==> src/rtl/selector41_tdm_pkg.sv <==
// Shared types and constants for the four-channel TDM selector.
package selector_pkg;
    typedef enum logic {
        IDLE = 1'b0,
        SEND = 1'b1
    } state_t;

    localparam int NUM_SLOTS = 4;
endpackage

==> src/rtl/selector41_tdm_if.sv <==
// Channel inputs and serial/select outputs of the four-to-one TDM selector.
interface selector41_tdm_if;
    logic iEn;
    logic iD0;
    logic iD1;
    logic iD2;
    logic iD3;
    logic oZ;
    logic oS1;
    logic oS0;
    logic oValid;
    logic oFrame;

    modport master (
        output iEn, iD0, iD1, iD2, iD3,
        input  oZ, oS1, oS0, oValid, oFrame
    );

    modport slave (
        input  iEn, iD0, iD1, iD2, iD3,
        output oZ, oS1, oS0, oValid, oFrame
    );
endinterface

==> src/rtl/selector41_tdm_slot_timer.sv <==
// Dwell/slot counter pair: slot advances every DWELL cycles while running.
module slot_timer #(
    parameter int DWELL = 4
) (
    input  logic       iClk,
    input  logic       iRst,
    input  logic       iClear,
    input  logic       iRun,
    output logic [1:0] oSlot,
    output logic       oLast
);
    logic [7:0] dwellCnt;
    logic [1:0] slot;

    assign oLast = (dwellCnt == 8'(DWELL - 1));
    assign oSlot = slot;

    // Slot wraps 3 -> 0 naturally, so back-to-back frames need no extra clear.
    always_ff @(posedge iClk) begin
        if (iRst || iClear) begin
            dwellCnt <= '0;
            slot     <= '0;
        end else if (iRun) begin
            if (oLast) begin
                dwellCnt <= '0;
                slot     <= slot + 2'd1;
            end else begin
                dwellCnt <= dwellCnt + 8'd1;
            end
        end
    end
endmodule

==> src/rtl/selector41_tdm.sv <==
// Four-channel time-division selector: latches a 4-bit frame and serializes it
// one bit per slot, presenting the slot index as select lines.
//   state | meaning
//   IDLE  | outputs low, waiting for iEn to latch a frame
//   SEND  | serializing the latched frame, one bit per DWELL-cycle slot
module selector41_tdm
    import selector_pkg::*;
#(
    parameter int DWELL = 4
) (
    input  logic                 iClk,
    input  logic                 iRst,
    selector41_tdm_if.slave      bus
);
    state_t     state;
    state_t     nextState;
    logic [3:0] frameReg;
    logic       frameStart;
    logic [1:0] slot;
    logic       slotLast;
    logic       frameEnd;
    logic       load;
    logic       timerClr;
    logic       timerRun;
    logic       sending;

    slot_timer #(.DWELL(DWELL)) uTimer (
        .iClk   (iClk),
        .iRst   (iRst),
        .iClear (timerClr),
        .iRun   (timerRun),
        .oSlot  (slot),
        .oLast  (slotLast)
    );

    assign frameEnd = slotLast && (slot == 2'(NUM_SLOTS - 1));

    always_ff @(posedge iClk) begin
        if (iRst) state <= IDLE;
        else      state <= nextState;
    end

    always_comb begin
        nextState = state;
        load      = 1'b0;
        timerClr  = 1'b0;
        timerRun  = 1'b0;
        case (state)
            IDLE: begin
                timerClr = 1'b1;
                if (bus.iEn) begin
                    load      = 1'b1;
                    nextState = SEND;
                end
            end
            SEND: begin
                timerRun = 1'b1;
                if (frameEnd) begin
                    if (bus.iEn) load      = 1'b1;
                    else         nextState = IDLE;
                end
            end
            default: nextState = IDLE;
        endcase
    end

    // frameStart is set on the same edge that loads a frame, so it marks
    // exactly the first cycle of slot 0.
    always_ff @(posedge iClk) begin
        if (iRst) begin
            frameReg   <= '0;
            frameStart <= 1'b0;
        end else begin
            frameStart <= load;
            if (load) frameReg <= {bus.iD3, bus.iD2, bus.iD1, bus.iD0};
        end
    end

    assign sending    = (state == SEND);
    assign bus.oZ     = sending & frameReg[slot];
    assign bus.oS1    = sending & slot[1];
    assign bus.oS0    = sending & slot[0];
    assign bus.oValid = sending;
    assign bus.oFrame = frameStart;
endmodule

==> src/flat_wrapper.sv <==
// flat-port wrapper written by rule: the top's interface ports become plain ports
module selector41_tdm_flat import selector_pkg::*;
#(
    parameter int DWELL = 4
)
  (iClk, iRst, bus_iEn, bus_iD0, bus_iD1, bus_iD2, bus_iD3, bus_oZ, bus_oS1, bus_oS0, bus_oValid, bus_oFrame);
  selector41_tdm_if bus_i ();
  input  logic iClk;
  input  logic iRst;
  input wire logic [$bits(bus_i.iEn)-1:0] bus_iEn;
  input wire logic [$bits(bus_i.iD0)-1:0] bus_iD0;
  input wire logic [$bits(bus_i.iD1)-1:0] bus_iD1;
  input wire logic [$bits(bus_i.iD2)-1:0] bus_iD2;
  input wire logic [$bits(bus_i.iD3)-1:0] bus_iD3;
  output wire logic [$bits(bus_i.oZ)-1:0] bus_oZ;
  output wire logic [$bits(bus_i.oS1)-1:0] bus_oS1;
  output wire logic [$bits(bus_i.oS0)-1:0] bus_oS0;
  output wire logic [$bits(bus_i.oValid)-1:0] bus_oValid;
  output wire logic [$bits(bus_i.oFrame)-1:0] bus_oFrame;
  assign bus_i.iEn = bus_iEn;
  assign bus_i.iD0 = bus_iD0;
  assign bus_i.iD1 = bus_iD1;
  assign bus_i.iD2 = bus_iD2;
  assign bus_i.iD3 = bus_iD3;
  assign bus_oZ = bus_i.oZ;
  assign bus_oS1 = bus_i.oS1;
  assign bus_oS0 = bus_i.oS0;
  assign bus_oValid = bus_i.oValid;
  assign bus_oFrame = bus_i.oFrame;
  selector41_tdm #(.DWELL(DWELL)) u_core (.iClk(iClk), .iRst(iRst), .bus(bus_i));
endmodule
==> config.mk <==
export PLATFORM = sky130hd
export DESIGN_NAME = selector41_tdm_flat
export DESIGN_NICKNAME = d
export VERILOG_FILES = /design/src/rtl/selector41_tdm_pkg.sv /design/src/rtl/selector41_tdm_if.sv /design/src/rtl/selector41_tdm_slot_timer.sv /design/src/rtl/selector41_tdm.sv /design/src/flat_wrapper.sv
export SDC_FILE = /design/constraint.sdc
export NUM_CORES = 1
export LEC_CHECK = 0
export ABC_CLOCK_PERIOD_IN_PS = 2600
export CAP_MARGIN = 30
export CORE_MARGIN = 1
export CORE_UTILIZATION = 60
export CTS_BUF_LIST = sky130_fd_sc_hd__clkbuf_4
export DETAILED_ROUTE_END_ITERATION = 6
export DONT_BUFFER_PORTS = 1
export GPL_ROUTABILITY_DRIVEN = 0
export PLACE_DENSITY = 0.86
export SYNTH_ARGS = -nofsm -noshare
export SYNTH_HDL_FRONTEND = slang
export SYNTH_SLANG_ARGS = --single-unit
==> constraint.sdc <==
create_clock -name iClk -period 2.6 [get_ports iClk]
set_input_delay 0.26 -clock iClk [delete_from_list [all_inputs] [get_ports iClk]]
set_output_delay 0.26 -clock iClk [all_outputs]
set_load 0.05 [all_outputs]
==> flow_summary.toml, run 1 <==
[pwr]
leakagePower_nw = 0.2707
power.density_nw_per_um2 = 511.2
power.total_mw = 0.4196
ir_drop_mv = 0.3337

[die]
die_w_um = 38.07
fp.coreArea_um2 = 1156
num_rows = 12
die-area_um2 = 1449
io_pins = 12
dieHeight_um = 38.07
start_util_pct = 67.53

[setup_path]
cp.buffers_inverters = 0
timing.rr.end = "u_core.frameReg[2]"
start_kind = "register"
endpoint = "u_core.frameReg[2]"
critPathMaxFanout = 6
r2r_cells = 4
path_cells = "ha_1, nor4bb_1, and2_1, o221ai_1"
worstSetupPathType = "reg -> reg"
max_stage_delay_ns = 0.74
cp_slowest_cell = "nor4bb_1"
worstPathRequired_ns = 2.75
crit_arrival_ns = 2.11
endpoint_kind = "register"
critical_path.top_delay_family = "simple AND/OR/NAND/NOR gates"
cp-startpoint = "u_core.uTimer.dwellCnt[0]"
reg2reg_from = "u_core.uTimer.dwellCnt[0]"
cp.depth = 4
r2r_slack_ns = 0.65

[grt]
grt_overflow = 0
antenna_found_initial = 0
grt_util_all_layers_pct = 25.18
grt_pass1_wl_mm = 2.504
grt_start_max_net_pins = 11
grt_pass1_vias = 574

[clock_network]
path_clk_slew_ns = 0.09
clockBufferDepth = 2
tritoncts = "built"
cts-htree-levels = 1
insertion_delay_ns = 0.28
cts_buffers = 3
cts_sinks = 16
cts_setup_buffers = 0
cts_resized = 0
cts_root_buf = "clkbuf_4"
hold_buffers = 0

[flow_run]
cap_violations = 0

[finish]
area_delta_synth_final_pct = 5.128
drive_gt1_share_pct = 8.989
nets = 100
fillerInstances = 79
diodes = 0

[place]
place_hpwl_mm = 1.064
port_buffers = 0

[timing]
tns_ns = 0
rsz0062_at_grt = "no"
post-route-period-util_pct = 75.13
worstMarginPinSlew_ns = 0.8452
clock_skew_ns = 0.0005178
hold_viol = 0
fmax_ghz = 0.5119
slew_headroom_pct = 43.13
slew_violations = 0
period_needed_ns = 1.954
finalSetupViolCount = 0

[synth]
yosys-top-cells-count = "dfxtp_1, nor2b_1, nand2_1"
synth_top_area_share_pct = 41.03
ys_seq_elements = 16
synth_area_leaders = "dfxtp_1, nor2b_1, o221ai_1, and2_1, nand4_1"
synth.net_count = 96
synth_top_cell_by_area = "dfxtp_1"
netlist_area_um2 = 780.7
async_flop_share_pct = 0
syn_avg_cell_area_um2 = 8.974
synthCells = 87
synth_edf_count = 0
synth_ff_type = "dfxtp_1"
yosysMostFrequentCell = "dfxtp_1"
yosysWarningCount = 0
post_synth_num_cell_types = 27
ys_seq_area_share_pct = 41.03

[detailed_routing]
wl_met3_um = 118
wl_mm = 1.505
antenna_left = 0
viasPerCell = 6.592
drt-pass1-iter-count = 4
route.met2.wl_um = 673
drc_errors = 0
m1WireLength_um = 693
vias = 679
wl_per_cell_um = 14.61
highest_layer = "met4"
detail_route.iter0.violations = 19

[min_path]
hold_path.class = "in -> reg"

[run_status]
outcome = "completed"
[sequential cells by signal, summed over array words and instances (netlist names)]
register / cells
u_core.bus.oFrame: 1
u_core.bus.oValid: 1
u_core.uTimer.dwellCnt: 8
u_core.uTimer.oSlot: 2
u_core.frameReg: 4
[stage by stage]
step	utilization (%)	worst slack, ns	area [um2]	std cells	hold slack [ns]
6_report	71.00	0.6465	820.8	103	0.1055
5_1_grt	71.00	0.4872	820.8	103	0.09390
4_1_cts	71.00	0.6787	820.8	103	0.1075
3_5_place_dp	69.05	0.7056	798.3	100	0.4060
3_3_place_gp	69.05	0.7901	798.3	100	0.4035
2_1_floorplan	-	0.9616	780.7	87	0.3985
[worst min-delay path by stage]
stage / slack (ns) / endpoint / from / depth (start not counted)
after detailed placement: 0.41 / u_core.frameReg[0] / iRst / 1
after CTS: 0.11 / u_core.frameReg[0] / iRst / 1
after global placement: 0.40 / u_core.frameReg[1] / iRst / 1
after floorplan: 0.40 / u_core.frameReg[0] / iRst / 1
after global routing: 0.09 / u_core.frameReg[1] / iRst / 1
final: 0.11 / u_core.frameReg[1] / iRst / 1
[routing by layer]
layer,up-vias,GRT usage [%]
li1,333,-
met1,310,36.50
met2,32,35.17
met3,4,5.814
met4,0,10.71
met5,-,0
[cells by family (layout without fill, tap and decap cells)]
group	after synthesis	count (layout)	share of synthesized area, %
mux	1	1	2.884
flops	16	16	41.03
compound gates	20	20	16.99
simple gates	41	41	30.61
buf+inv	4	6	1.924
fa+ha+maj	2	2	3.205
xor+xnor	3	3	3.366
[where the power goes]
part | switching, mW | internal [mW]
sequential | 0.00977 | 0.252
clock | 0.0727 | 0.0538
combinational | 0.0179 | 0.0131
[layout make-up]
type | instances | area (um2) | area share (%)
timing repair buffer | 1 | 7.507 | 0.9146
multi-input combinational | 67 | 445.4 | 54.27
sequential | 16 | 320.3 | 39.02
tap | 14 | 17.52 | 2.134
inverter | 2 | 7.507 | 0.9146
clock buffer | 3 | 22.52 | 2.744
[placed cells by master, fill, tap and decap left out, drive strengths merged, types with 4 or more instances in the layout]
master  Yosys  routed
nand2       6       6
nor2b       7       7
or3         4       4
a21oi       5       5
and2        5       5
dfxtp      16      16
o221ai      4       4
a31oi       4       4
o21ai       4       4
nand4       5       5
Note: power is estimated with default switching activity, not from simulation.
==> run 2, diff against run 1 <==
- ABC_CLOCK_PERIOD_IN_PS: 2600 -> 1700
- CORE_UTILIZATION: 60 -> 57
- PLACE_DENSITY: 0.86 -> 0.85
- clock period: 2.6 -> 1.7 ns (I/O delays scaled with it)
==> run 2 against run 1 <==
  * Sequential power increased by 53%
  * Critical path type is now reg -> out
  * Combinational power increased by 65%
  * Cell area increased by 7.6%
  * Clock power increased by 60%
  * First-iteration DRC count increased by 11%
  * Die area increased by 5.0%
  * Hold slack got worse by 0.094 ns
==> flow_summary.toml, run 2 (synthesis gave the netlist of run 1 again) <==
[run_status]
outcome = "completed"

[pwr]
power.density_nw_per_um2 = 739.1
swShare_pct = 24.49
leakagePower_nw = 0.3015
ir_drop_mv = 0.4840
p_switching_mw = 0.1599
power_frac_clock_pct = 30.9
intPower_mw = 0.4930
pwr-share-comb_pct = 7.8
power_frac_seq_pct = 61.2

[setup_path]
critPathMaxFanout = 5
cp-startpoint = "u_core.uTimer.oSlot[0]"
crit_arrival_ns = 1.47
worstPathRequired_ns = 1.53
reg2reg_from = "u_core.uTimer.dwellCnt[1]"
r2r_cells = 4
endpoint = "bus_oZ"
r2r_slack_ns = 0.08
start_kind = "register"
worstSetupPathType = "reg -> out"
timing.rr.end = "u_core.uTimer.oSlot[0]"
endpoint_kind = "output port"

[finish]
nets = 106
diodes = 0
drive_gt1_share_pct = 16.67
area_delta_synth_final_pct = 13.14
final_common_cell = "dfxtp_1"
regMostFlops = "u_core.uTimer.dwellCnt"
fillerInstances = 85
layout_common_cells = "dfxtp_1, nor2b_1, nand2_1"
final_cells = 110
largest_reg_flops = 8

[clock_network]
cts_buffers = 3
cts_setup_buffers = 0
cts-htree-levels = 1
path_clk_slew_ns = 0.09
clockBufferDepth = 2
insertion_delay_ns = 0.28
cts_root_buf = "clkbuf_4"
cts_sinks = 16
tritoncts = "built"

[die]
die-area_um2 = 1522
start_util_pct = 65.82
io_pins = 12
num_rows = 12
die_w_um = 39.01
fp.coreArea_um2 = 1186
dieHeight_um = 39.01

[timing]
finalSetupViolCount = 0
worstMarginPinSlew_ns = 0.5265
slew_headroom_pct = 64.83
hold-worst-slack_ns = 0.01165
post-route-period-util_pct = 96.52
fmax_ghz = 0.6094
rsz0062_at_grt = "no"
tns_ns = 0
slew_violations = 0
hold_viol = 0
period_needed_ns = 1.641
clock_skew_ns = 0.0008875

[detailed_routing]
route.met2.wl_um = 831
viasPerCell = 6.491
highest_layer = "met4"
wl_per_cell_um = 15.90
drt-pass1-iter-count = 4
wl_met3_um = 96
antenna_left = 0
detail_route.iter0.violations = 21
drc_errors = 0
vias = 714
wl_mm = 1.749
m1WireLength_um = 815

[min_path]
hold_path.class = "in -> reg"

[grt]
grt_overflow = 0
grt_pass1_vias = 642
antenna_found_initial = 0
grt_util_all_layers_pct = 27.34
grt_pass1_wl_mm = 2.773
grt_start_max_net_pins = 11

[flow_run]
cap_violations = 0

[place]
port_buffers = 0
dp_cells = 105
place_hpwl_mm = 1.201
-- run 2: cell types whose count changed in the layout (fill, tap and decap cells not counted), sizes merged --
cell         previous run  this run
buf                     1         6
clkinv                  0         1
dlygate4sd3             0         1
-- run 2: area by class of cell --
type / instances / area [um2] / area share [%]
repair buffers: 7 / 58.81 / 6.657
inverters: 2 / 7.507 / 0.8499
clock buffers: 3 / 22.52 / 2.550
flip-flops and latches: 16 / 325.3 / 36.83
well taps: 14 / 17.52 / 1.983
multi-input cells: 67 / 447.9 / 50.71
clock inverters: 1 / 3.754 / 0.4249
-- run 2: worst max-delay path: stages, from the launching register on --
cell and delay [ns]:
dfxtp_4 0.38, mux4_2 0.48, and2_1 0.18, buf_6 0.15
-- run 2: per-stage QoR --
step | utilization [%] | total power, mW | instance area [um2] | worst slack (ns)
final | 74.47 | 0.6529 | 883.3 | 0.05912
after CTS | 72.78 | 0.6540 | 863.3 | 0.02242
after floorplan | - | 0.4476 | 780.7 | 0.06164
after global placement | 70.46 | 0.4553 | 835.8 | 0.1445
after global routing | 74.47 | 0.6818 | 883.3 | 0.003205
after detailed placement | 70.46 | 0.4576 | 835.8 | 0.07345
-- run 2: worst min-delay path by stage --
stage	start	endpoint	slack, ns	cells after the start
final	iRst	u_core.frameReg[2]	0.01	1
after global placement	iRst	u_core.frameReg[0]	0.31	1
after floorplan	iRst	u_core.frameReg[0]	0.31	1
after CTS	iRst	u_core.frameReg[2]	0.007	1
after global routing	iRst	u_core.frameReg[3]	0.004	1
after detailed placement	bus_iEn	u_core.bus.oValid	0.32	1
-- run 2: what timing repair did --
item | 4_1_cts | 5_1_grt
pin swaps | 0 | 0
hold buffers | 0 | 1
setup endpoints to repair | 1 | 2
endpoints found under the hold margin | 0 | 1
gates resized for setup | 1 | 4
-- run 2: power groups by stage --
stage                     clock network (mW)  logic (mW)  registers [mW]
final                                  0.202      0.0512           0.400
after global routing                   0.224      0.0562           0.401
after CTS                              0.205      0.0479           0.401
after detailed placement                   0      0.0477           0.410
after global placement                     0      0.0464           0.409
after floorplan                            0      0.0355           0.412
-- run 2: metal layers --
| layer | track usage, % | vias to the layer above |
|---|---|---|
| met4 | 7.759 | 0 |
| li1 | - | 350 |
| met5 | 0 | - |
| met2 | 42.50 | 23 |
| met3 | 10.40 | 2 |
| met1 | 34.74 | 339 |
